--- src/rtl/uart_cmd_responder.sv ---
// uart_cmd_responder
// Command/response peer that sits behind a UART controller. Received bytes are assembled into
// request frames (0x55, CMD, ADDR, DATA[, CSUM]), a single register-bus access is performed, and a
// response frame (0xAA, STATUS, RDATA[, RCSUM]) is returned one byte at a time. Consecutive transmit
// strobes are separated by BYTE_GAP idle cycles, so the transmitter is never overrun.
//
// Optional feature macro: UART_CMD_CHECKSUM_EN
//   defined     : 5-byte request with CSUM = CMD^ADDR^DATA, 4-byte response with RCSUM = STATUS^RDATA
//   not defined : 4-byte request, 3-byte response, bad-checksum status never produced
//
// Ports
//   uart_clk_in    in   1  clock, rising edge
//   reset          in   1  synchronous active-high reset
//   uart_rx_data   in   8  received byte, valid with uart_rx_done
//   uart_rx_done   in   1  one-cycle strobe per received byte
//   uart_tx_data   out  8  byte to transmit, held until the next strobe
//   uart_tx_enable out  1  one-cycle start strobe per transmitted byte
//   reg_addr       out  8  register address (valid while executing)
//   reg_wdata      out  8  register write data (valid while executing)
//   reg_wr_en      out  1  one-cycle write strobe
//   reg_rd_en      out  1  one-cycle read strobe; reg_rdata is taken one cycle later
//   reg_rdata      in   8  register read data
//   busy           out  1  high from header accepted until the last response gap expires
//   frame_err      out  1  one-cycle pulse when a partial frame is dropped on timeout
module uart_cmd_responder #(
   parameter logic [31:0] CLK_FREQ   = 32'd50_000_000,
   parameter logic [31:0] UART_BAUD  = 32'd115200,
   parameter logic [31:0] RX_TIMEOUT = 32'd1_000_000
) (
   input  logic       uart_clk_in,
   input  logic       reset,
   input  logic [7:0] uart_rx_data,
   input  logic       uart_rx_done,
   output logic [7:0] uart_tx_data,
   output logic       uart_tx_enable,
   output logic [7:0] reg_addr,
   output logic [7:0] reg_wdata,
   output logic       reg_wr_en,
   output logic       reg_rd_en,
   input  logic [7:0] reg_rdata,
   output logic       busy,
   output logic       frame_err
);

   // One start bit, eight data bits, stop bit and a spare bit time per byte.
   localparam logic [31:0] BYTE_GAP = (CLK_FREQ / UART_BAUD) * 32'd11;

`ifdef UART_CMD_CHECKSUM_EN
   localparam logic [1:0] LAST_TX_IDX = 2'd3;
`else
   localparam logic [1:0] LAST_TX_IDX = 2'd2;
`endif

   localparam logic [7:0] SYNC_REQ = 8'h55;
   localparam logic [7:0] SYNC_RSP = 8'hAA;
   localparam logic [7:0] CMD_WR   = 8'h01;
   localparam logic [7:0] CMD_RD   = 8'h02;
   localparam logic [7:0] ST_OK    = 8'h00;
   localparam logic [7:0] ST_CSUM  = 8'h01;
   localparam logic [7:0] ST_CMD   = 8'h02;

   typedef enum logic [3:0] {
      S_IDLE, S_RX_CMD, S_RX_ADDR, S_RX_DATA, S_RX_CSUM,
      S_EXEC, S_RD_WAIT, S_TX_BYTE, S_TX_WAIT
   } state_t;

   // Three-way XOR used for both the request and response checksums.
   function automatic logic [7:0] xor3(input logic [7:0] a, input logic [7:0] b, input logic [7:0] c);
      return a ^ b ^ c;
   endfunction

   // Response byte for a given position in the outgoing frame.
   function automatic logic [7:0] resp_byte(input logic [1:0] idx, input logic [7:0] st, input logic [7:0] rd);
      logic [7:0] b;
      case (idx)
         2'd0:    b = SYNC_RSP;
         2'd1:    b = st;
         2'd2:    b = rd;
         2'd3:    b = xor3(st, rd, 8'h00);
         default: b = 8'h00;
      endcase
      return b;
   endfunction

   state_t      state_q, state_d;
   logic [31:0] cnt_q, cnt_d;
   logic [7:0]  cmd_q, cmd_d, addr_q, addr_d, data_q, data_d;
   logic [7:0]  status_q, status_d, rdata_q, rdata_d;
   logic [1:0]  idx_q, idx_d;
   logic [7:0]  tx_data_q, tx_data_d, reg_addr_q, reg_addr_d, reg_wdata_q, reg_wdata_d;
   logic        tx_en_q, tx_en_d, reg_wr_en_q, reg_wr_en_d, reg_rd_en_q, reg_rd_en_d;
   logic        busy_q, busy_d, frame_err_q, frame_err_d;
   logic        csum_ok_s;
`ifdef UART_CMD_CHECKSUM_EN
   logic [7:0]  csum_q, csum_d;
`endif

   // Next-state and next-output logic; outputs are computed for the state being entered so the
   // registered outputs line up with the state they belong to.
   always_comb begin
      state_d     = state_q;
      cnt_d       = cnt_q;
      cmd_d       = cmd_q;
      addr_d      = addr_q;
      data_d      = data_q;
      status_d    = status_q;
      rdata_d     = rdata_q;
      idx_d       = idx_q;
      tx_data_d   = tx_data_q;
      tx_en_d     = 1'b0;
      reg_addr_d  = reg_addr_q;
      reg_wdata_d = reg_wdata_q;
      reg_wr_en_d = 1'b0;
      reg_rd_en_d = 1'b0;
      frame_err_d = 1'b0;
      csum_ok_s   = 1'b1;
`ifdef UART_CMD_CHECKSUM_EN
      csum_d      = csum_q;
`endif

      case (state_q)
         S_IDLE: begin
            if (uart_rx_done && (uart_rx_data == SYNC_REQ)) begin
               state_d = S_RX_CMD;
               cnt_d   = 32'd0;
            end else begin
               state_d = S_IDLE;
            end
         end
         S_RX_CMD, S_RX_ADDR, S_RX_DATA, S_RX_CSUM: begin
            // A byte arriving on the expiry cycle is still taken.
            if (uart_rx_done) begin
               cnt_d = 32'd0;
               case (state_q)
                  S_RX_CMD:  begin cmd_d  = uart_rx_data; state_d = S_RX_ADDR; end
                  S_RX_ADDR: begin addr_d = uart_rx_data; state_d = S_RX_DATA; end
`ifdef UART_CMD_CHECKSUM_EN
                  S_RX_DATA: begin data_d = uart_rx_data; state_d = S_RX_CSUM; end
                  S_RX_CSUM: begin csum_d = uart_rx_data; state_d = S_EXEC;    end
`else
                  S_RX_DATA: begin data_d = uart_rx_data; state_d = S_EXEC;    end
`endif
                  default:   state_d = S_IDLE;
               endcase
            end else if (cnt_q >= (RX_TIMEOUT - 32'd1)) begin
               frame_err_d = 1'b1;
               cnt_d       = 32'd0;
               state_d     = S_IDLE;
            end else begin
               cnt_d = cnt_q + 32'd1;
            end
         end
         S_EXEC: begin
            state_d = S_RD_WAIT;
         end
         S_RD_WAIT: begin
            // Read data arrives one cycle after the read strobe.
            if ((cmd_q == CMD_RD) && (status_q == ST_OK)) begin
               rdata_d = reg_rdata;
            end else begin
               rdata_d = rdata_q;
            end
            idx_d   = 2'd0;
            state_d = S_TX_BYTE;
         end
         S_TX_BYTE: begin
            cnt_d   = 32'd0;
            state_d = S_TX_WAIT;
         end
         S_TX_WAIT: begin
            if (cnt_q >= (BYTE_GAP - 32'd1)) begin
               cnt_d = 32'd0;
               if (idx_q == LAST_TX_IDX) begin
                  state_d = S_IDLE;
               end else begin
                  idx_d   = idx_q + 2'd1;
                  state_d = S_TX_BYTE;
               end
            end else begin
               cnt_d = cnt_q + 32'd1;
            end
         end
         default: begin
            state_d = S_IDLE;
            cnt_d   = 32'd0;
         end
      endcase

`ifdef UART_CMD_CHECKSUM_EN
      csum_ok_s = (csum_d == xor3(cmd_d, addr_d, data_d));
`endif

      // Command decode on entry to EXEC so the bus strobes are visible during EXEC.
      if (state_d == S_EXEC) begin
         reg_addr_d  = addr_d;
         reg_wdata_d = data_d;
         if (!csum_ok_s) begin
            status_d = ST_CSUM;
            rdata_d  = 8'h00;
         end else if (cmd_d == CMD_WR) begin
            reg_wr_en_d = 1'b1;
            status_d    = ST_OK;
            rdata_d     = data_d;
         end else if (cmd_d == CMD_RD) begin
            reg_rd_en_d = 1'b1;
            status_d    = ST_OK;
            rdata_d     = 8'h00;
         end else begin
            status_d = ST_CMD;
            rdata_d  = 8'h00;
         end
      end else begin
         reg_addr_d  = reg_addr_q;
         reg_wdata_d = reg_wdata_q;
      end

      // Byte load and start strobe on entry to TX_BYTE.
      if (state_d == S_TX_BYTE) begin
         tx_en_d   = 1'b1;
         tx_data_d = resp_byte(idx_d, status_d, rdata_d);
      end else begin
         tx_en_d   = 1'b0;
         tx_data_d = tx_data_q;
      end

      busy_d = (state_d != S_IDLE);
   end

   // State, counters, frame fields and registered outputs.
   always_ff @(posedge uart_clk_in) begin
      if (reset) begin
         state_q     <= S_IDLE;
         cnt_q       <= 32'd0;
         cmd_q       <= 8'h00;
         addr_q      <= 8'h00;
         data_q      <= 8'h00;
         status_q    <= 8'h00;
         rdata_q     <= 8'h00;
         idx_q       <= 2'd0;
         tx_data_q   <= 8'h00;
         tx_en_q     <= 1'b0;
         reg_addr_q  <= 8'h00;
         reg_wdata_q <= 8'h00;
         reg_wr_en_q <= 1'b0;
         reg_rd_en_q <= 1'b0;
         busy_q      <= 1'b0;
         frame_err_q <= 1'b0;
`ifdef UART_CMD_CHECKSUM_EN
         csum_q      <= 8'h00;
`endif
      end else begin
         state_q     <= state_d;
         cnt_q       <= cnt_d;
         cmd_q       <= cmd_d;
         addr_q      <= addr_d;
         data_q      <= data_d;
         status_q    <= status_d;
         rdata_q     <= rdata_d;
         idx_q       <= idx_d;
         tx_data_q   <= tx_data_d;
         tx_en_q     <= tx_en_d;
         reg_addr_q  <= reg_addr_d;
         reg_wdata_q <= reg_wdata_d;
         reg_wr_en_q <= reg_wr_en_d;
         reg_rd_en_q <= reg_rd_en_d;
         busy_q      <= busy_d;
         frame_err_q <= frame_err_d;
`ifdef UART_CMD_CHECKSUM_EN
         csum_q      <= csum_d;
`endif
      end
   end

   assign uart_tx_data   = tx_data_q;
   assign uart_tx_enable = tx_en_q;
   assign reg_addr       = reg_addr_q;
   assign reg_wdata      = reg_wdata_q;
   assign reg_wr_en      = reg_wr_en_q;
   assign reg_rd_en      = reg_rd_en_q;
   assign busy           = busy_q;
   assign frame_err      = frame_err_q;

endmodule
--- config.mk ---
export PLATFORM = sky130hd
export DESIGN_NAME = uart_cmd_responder
export DESIGN_NICKNAME = d
export VERILOG_FILES = /design/src/rtl/uart_cmd_responder.sv
export SDC_FILE = /design/constraint.sdc
export NUM_CORES = 1
export LEC_CHECK = 0
export ABC_AREA = 1
export CORE_MARGIN = 4
export CORE_UTILIZATION = 45
export CTS_BUF_LIST = sky130_fd_sc_hd__clkbuf_2 sky130_fd_sc_hd__clkbuf_4 sky130_fd_sc_hd__clkbuf_8
export CTS_CLUSTER_DIAMETER = 150
export DETAILED_ROUTE_END_ITERATION = 8
export DONT_BUFFER_PORTS = 1
export SLEW_MARGIN = 5
export SYNTH_ARGS = -nofsm -noshare
export SYNTH_HDL_FRONTEND = slang
export SYNTH_SLANG_ARGS = --single-unit
--- constraint.sdc ---
create_clock -name uart_clk_in -period 1.57 [get_ports uart_clk_in]
set_input_delay 0.3925 -clock uart_clk_in [delete_from_list [all_inputs] [get_ports uart_clk_in]]
set_output_delay 0.3925 -clock uart_clk_in [all_outputs]
set_load 0.05 [all_outputs]
Word-level counts from Yosys, hierarchy flattened

Index checks and enable logic that the tools add are counted.
Widths: inputs -> output; s select.

$add $sub $neg: 2
Order comparisons: 2
Eq/ne operators: 19
Mux-type cells: 36
Bitwise logic cells: 4
Reduce and logical (&&, ||, !) cells: 12

Operators by type and width:

| kind                  | number |
|---|---|
| $mux 32               | 4 |
| $pmux 32 s4           | 1 |
| $mux 8                | 14 |
| $add 32x1->32 const B | 1 |
| $ge 32x13->1 const B  | 1 |
| $ge 32x20->1 const B  | 1 |
| $pmux 8 s4            | 1 |
| $eq 4x3->1 const B    | 6 |
| $pmux 4 s6            | 1 |
| $eq 8x2->1 const B    | 2 |
| $mux 4                | 3 |
| $pmux 3 s3            | 1 |
| $eq 4x2->1 const B    | 2 |
| $eq 8x1->1 const B    | 1 |
| $eq 8x7->1 const B    | 1 |
| $logic_not 8->1       | 1 |
| $mux 2                | 4 |
| $xor 8x8->8           | 1 |
| $eq 2x2->1 const B    | 3 |
| $reduce_or 3->1       | 2 |
| $mux 1                | 5 |
| $eq 4x1->1 const B    | 1 |
| $eq 4x4->1 const B    | 1 |
| $logic_not 4->1       | 1 |
| 12 further kinds      | 16 |

Register bits: 107
Bits of input ports: 19
Output and inout bits: 29
Logic and storage cells: 91

Depth between registers and ports, before layout

Word-level depth: 10
Gate-level depth with buffers: 19
Mapped depth without buffers: 19

Worst setup path before layout

No wires, ideal clock.

Path kind: reg-to-reg
Start point: reg cnt_q[1]
End point: reg tx_data_q[3], in the netlist uart_tx_data[3]
Setup time: 109 ps
Arrival time: 1618 ps
Data required time: 1461 ps
Setup slack: -157 ps
Cell stages (with the launch flop): 19
Buffers on the path: 0
Period minus slack after synthesis: 1727 ps
Cell sequence: dfxtp_1 inv_1 ha_1 inv_1 nand2_1 nand2_1 nand2_1 nand2_1 nand2_1 nand2_1 nand3_1 nand2_1 nand2_1 nand2_2 inv_1 a21oi_2 nand3_1 nand2_1 inv_1

Word-level cells in the longest chain between the ends: 8
Elaborated cells between the ends (all ways): 18
Classes of those cells: order compare: 2; eq/ne: 5; mux: 9; bitwise: 1; reduce/logical: 1

Ends and longest elaborated chain:

| element                | RTL line | RTL |
|---|---|---|
| from (decl)            | 86       | `logic [31:0] cnt_q, cnt_d;` |
| from (signal assigned) | 253      | `cnt_q <= cnt_d;` |
| $ge 32x20->1           | 145      | `end else if (cnt_q >= (RX_TIMEOUT - 32'd1)) begin` |
| $mux 4                 | 145      |  |
| $mux 4                 | 132      | `if (uart_rx_done) begin` |
| $pmux 4 s6             | 121      | `case (state_q)` |
| $eq 4x3->1             | 194      | `if (state_d == S_EXEC) begin` |
| $mux 8                 | 194      |  |
| $xor 8x8->8            | 69       | `return a ^ b ^ c;` |
| $pmux 8 s4             | 75       | `case (idx)` |
| to (signal assigned)   | 260      | `tx_data_q <= tx_data_d;` |
| to (decl)              | 90       | `logic [7:0] tx_data_q, tx_data_d, reg_addr_q, reg_addr_d, reg_wdata_q, reg_wdata_d;` |

Several ways; a longest one is shown, not always the timed one.
A chain may end at the register's enable or synchronous reset.

Final worst setup path

Start point: reg cnt_q[1]
End point: reg busy_q, in the netlist busy

Word-level cells in the longest chain between the ends: 5
Elaborated cells between the ends (all ways): 7
Classes of those cells: order compare: 2; mux: 4; reduce/logical: 1

Ends and longest elaborated chain:

| element               | RTL line | RTL |
|---|---|---|
| $ge 32x20->1          | 145      |  |
| $mux 4                | 145      |  |
| $mux 4                | 132      |  |
| $pmux 4 s6 (*)        | 121      |  |
| $reduce_bool 4->1 (*) | 226      | `busy_d = (state_d != S_IDLE);` |
| to (signal assigned)  | 266      | `busy_q <= busy_d;` |
| to (decl)             | 92       | `logic busy_q, busy_d, frame_err_q, frame_err_d;` |

Mark *: on every way between the ends. The rest lies on a longest branch, timed or not.

==> reports/metrics.yaml <==
firstDrtPassIters: 5
status: "complete, but fails checks"
ant_nets: 0
syn_area_per_cell_um2: 6.578
min_path_type: "in -> reg"
worst_hold_slack_ns: 0.05746
crit_type: "reg -> reg"
finalSetupViolCount: 47
synth_area_leader_cell: "dfxtp_1"
synth_area_mm2: 0.005105
vias: 5361
slew_violations: 0
first_iter_violations: 230
syn2layout_area_growth_pct: 43.48
cp.required_ns: 1.84
synth_edf_count: 0
skew_ns: 0.01402
pre_cts_ws_ns: -0.3960
dpl_cell_area_mm2: 0.006191
fmax_mhz: 512.9
die-area_mm2: 0.01311
synth_common_cells: "nand2_1 (208), nor2_1 (116), inv_1 (115), dfxtp_1 (105), nand3_1 (49)"
synth.distinct_cells: 33
gp_congestion: 0.9058
grt_util_all_layers: 0.2199
synthArstFlopShare: 0
arrival_ns: 2.22
antenna_found_initial: 0
p_leak_nw: 3.401
die_w_um: 114.5
crit_path_max_fanout: 4
synth_ff_type: "dfxtp_1"
r2r-end: "busy$_SDFF_PP0_"
worst_pin_slew_ns: 0.5710
synthTopCellsByArea: "dfxtp_1 (41%), nand2_1 (15%), nor2_1 (8.5%)"
tritoncts: "built"
cts-buffers-inserted: 9
wl_per_cell_um: 13.79
rsz0062_at_grt: "yes"
fp.dieH_um: 114.5
violations: "setup timing"
syn_nets: 800
relSlewSlack: 0.6188
ios: 48
endpoint_kind: "flop"
finalNonFillerCells: 1071
grt_max_degree: 74
cts.sinks: 105
peakVddDrop_mv: 0.5960
drive_above_1_share: 0.3673
nets: 950
overflow: 0
ff2ff_setup_slack_ns: -0.38
cp-start-kind: "flop"
worst_slack_ns: -0.3796
max_cap_violations: 0
antenna_cells: 0
grt_pass1_wl_um: 23380
hold_violations: 0
synth-seq-cells: 105
ys_seq_area_frac: 0.4118
num_rows: 38
initial_core_util: 0.4648
ctsHoldBuffers: 0
final_cell_area_mm2: 0.007325
r2r-start: "cnt_q[1]$_SDFFE_PP0P_"
coreArea_mm2: 0.01098
synth.most_common_cell: "nand2_1"
netlist.area_leader.share: 0.4118
cts_buffer_depth: 2
routed_wl_um: 14770
avgViaCountPerCell: 5.006
htree_levels: 3
clk_latency_ns: 0.38
numPortBuffers: 0
clk_pin_slew_ns: 0.10
fin_crit_sh: 1.242
yosys_warnings: 0
fillers: 941
powerDensity_mw_per_mm2: 614.1
crit_start: "cnt_q[1]$_SDFFE_PP0P_"
grt_pass1_vias: 5094
drc: 0
cp-endpoint: "busy$_SDFF_PP0_"
cts_root_buf: "clkbuf_8"
place_inst: 1016
finalCriticalPeriod_ns: 1.950
syn_inst: 776
hpwl_um: 10080
rr_worst_depth: 13
==> per-stage QoR <==
stage	power [mW]	setup TNS, ns	utilization
after floorplan	2.784	-2.429	-
final	4.498	-12.75	0.6669
after detailed placement	2.788	-11.75	0.5637
after global routing	4.656	-18.04	0.6669
after global placement	2.787	-11.25	0.5637
after CTS	4.526	-10.28	0.6201
==> timing repair <==
item | 4_1_cts | 5_1_grt
gates resized for setup | 70 | 109
pin swaps | 33 | 52
setup buffers | 21 | 20
gates cloned | 0 | 2
endpoints found under the setup margin | 50 | 69
==> cell type report <==
| cell class | count | area (um2) | share of cell area |
|---|---|---|---|
| sequential | 105 | 2122 | 0.2897 |
| tap | 140 | 175.2 | 0.02392 |
| clock buffer | 11 | 138.9 | 0.01896 |
| clock inverter | 5 | 63.81 | 0.008712 |
| multi-input combinational | 523 | 3012 | 0.4112 |
| inverter | 123 | 496.7 | 0.06782 |
| timing repair buffer | 164 | 1316 | 0.1797 |
==> how the worst min path moves through the flow <==
stage | from | end | slack [ns] | cells past startpoint
floorplan | cnt_q[25]$_SDFFE_PP0P_ | cnt_q[25]$_SDFFE_PP0P_ | 0.42 | 2
global placement | cnt_q[30]$_SDFFE_PP0P_ | cnt_q[30]$_SDFFE_PP0P_ | 0.42 | 2
detailed placement | cnt_q[31]$_SDFFE_PP0P_ | cnt_q[31]$_SDFFE_PP0P_ | 0.43 | 2
CTS | uart_rx_done | frame_err$_SDFF_PP0_ | 0.05 | 1
global route | reset | uart_tx_enable$_SDFF_PP0_ | 0.05 | 1
finish | reset | uart_tx_enable$_SDFF_PP0_ | 0.06 | 1
==> flip-flops by register name (all words and copies together), names as in the netlist <==
register and cells:
cmd_q 8, reg_wdata 8, reg_addr 8, data_q 6, cnt_q 32, reg_wr_en 1, idx_q 2, rdata_q 8
state_q 4, uart_tx_data 8, addr_q 8, status_q 8, frame_err 1, uart_tx_enable 1, reg_rd_en 1, busy 1
==> layer usage <==
layer / share of wire / vias to the layer above / GRT usage
met5: 0 / - / 0
met3: 0.038 / 18 / 0.03277
li1: - / 2729 / -
met4: 0.016 / 0 / 0.07522
met2: 0.49 / 97 / 0.3783
met1: 0.45 / 2517 / 0.2802
==> cell families (layout without fill, tap and decap cells) <==
logic type      count (synthesis)  count (layout)  share of synthesized area
compound gates                 77              77                    0.08358
fa+ha+maj                       5               5                    0.01225
buf+inv                       149             303                     0.1169
flops                         105             105                     0.4118
xor+xnor                        2               2                   0.003432
simple gates                  438             439                     0.3721
==> where the power goes <==
group | switching [mW] | internal [mW]
Combinational | 0.0506 | 0.0326
Sequential | 0.000683 | 2.65
Clock | 0.972 | 0.789
==> cells in the final DEF (no fill, tap or decap), drive strengths merged <==
master    netlist  final
nand2         213    214
buf            14    164
inv           122    124
nor2          124    124
dfxtp         105    105
nand3          52     52
a21oi          36     36
o21ai          26     26
nor3           24     24
nand4          17     17
clkbuf         12     11
o211ai          9      9
nor4            5      5
ha              5      5
a21boi          2      2
xor2            2      2
a31oi           2      2
clkinv          1      2
nor3b           2      2
o31ai           1      1
nand3b          1      1
o211a           1      1
clkinvlp        0      1
bufinv          0      1
==> critical path, cell delays in order, from the launching register on <==
cell      delay, ns
dfxtp_2        0.37
buf_6          0.10
ha_4           0.14
nand3_4        0.09
nor2_4         0.14
buf_6          0.10
nor2_2         0.03
nor4_2         0.17
o21ai_2        0.14
buf_6          0.16
nand2_2        0.05
nand3b_1       0.11
nor2_1         0.14
a21oi_2        0.10
Power figures use the tool's default switching activity.
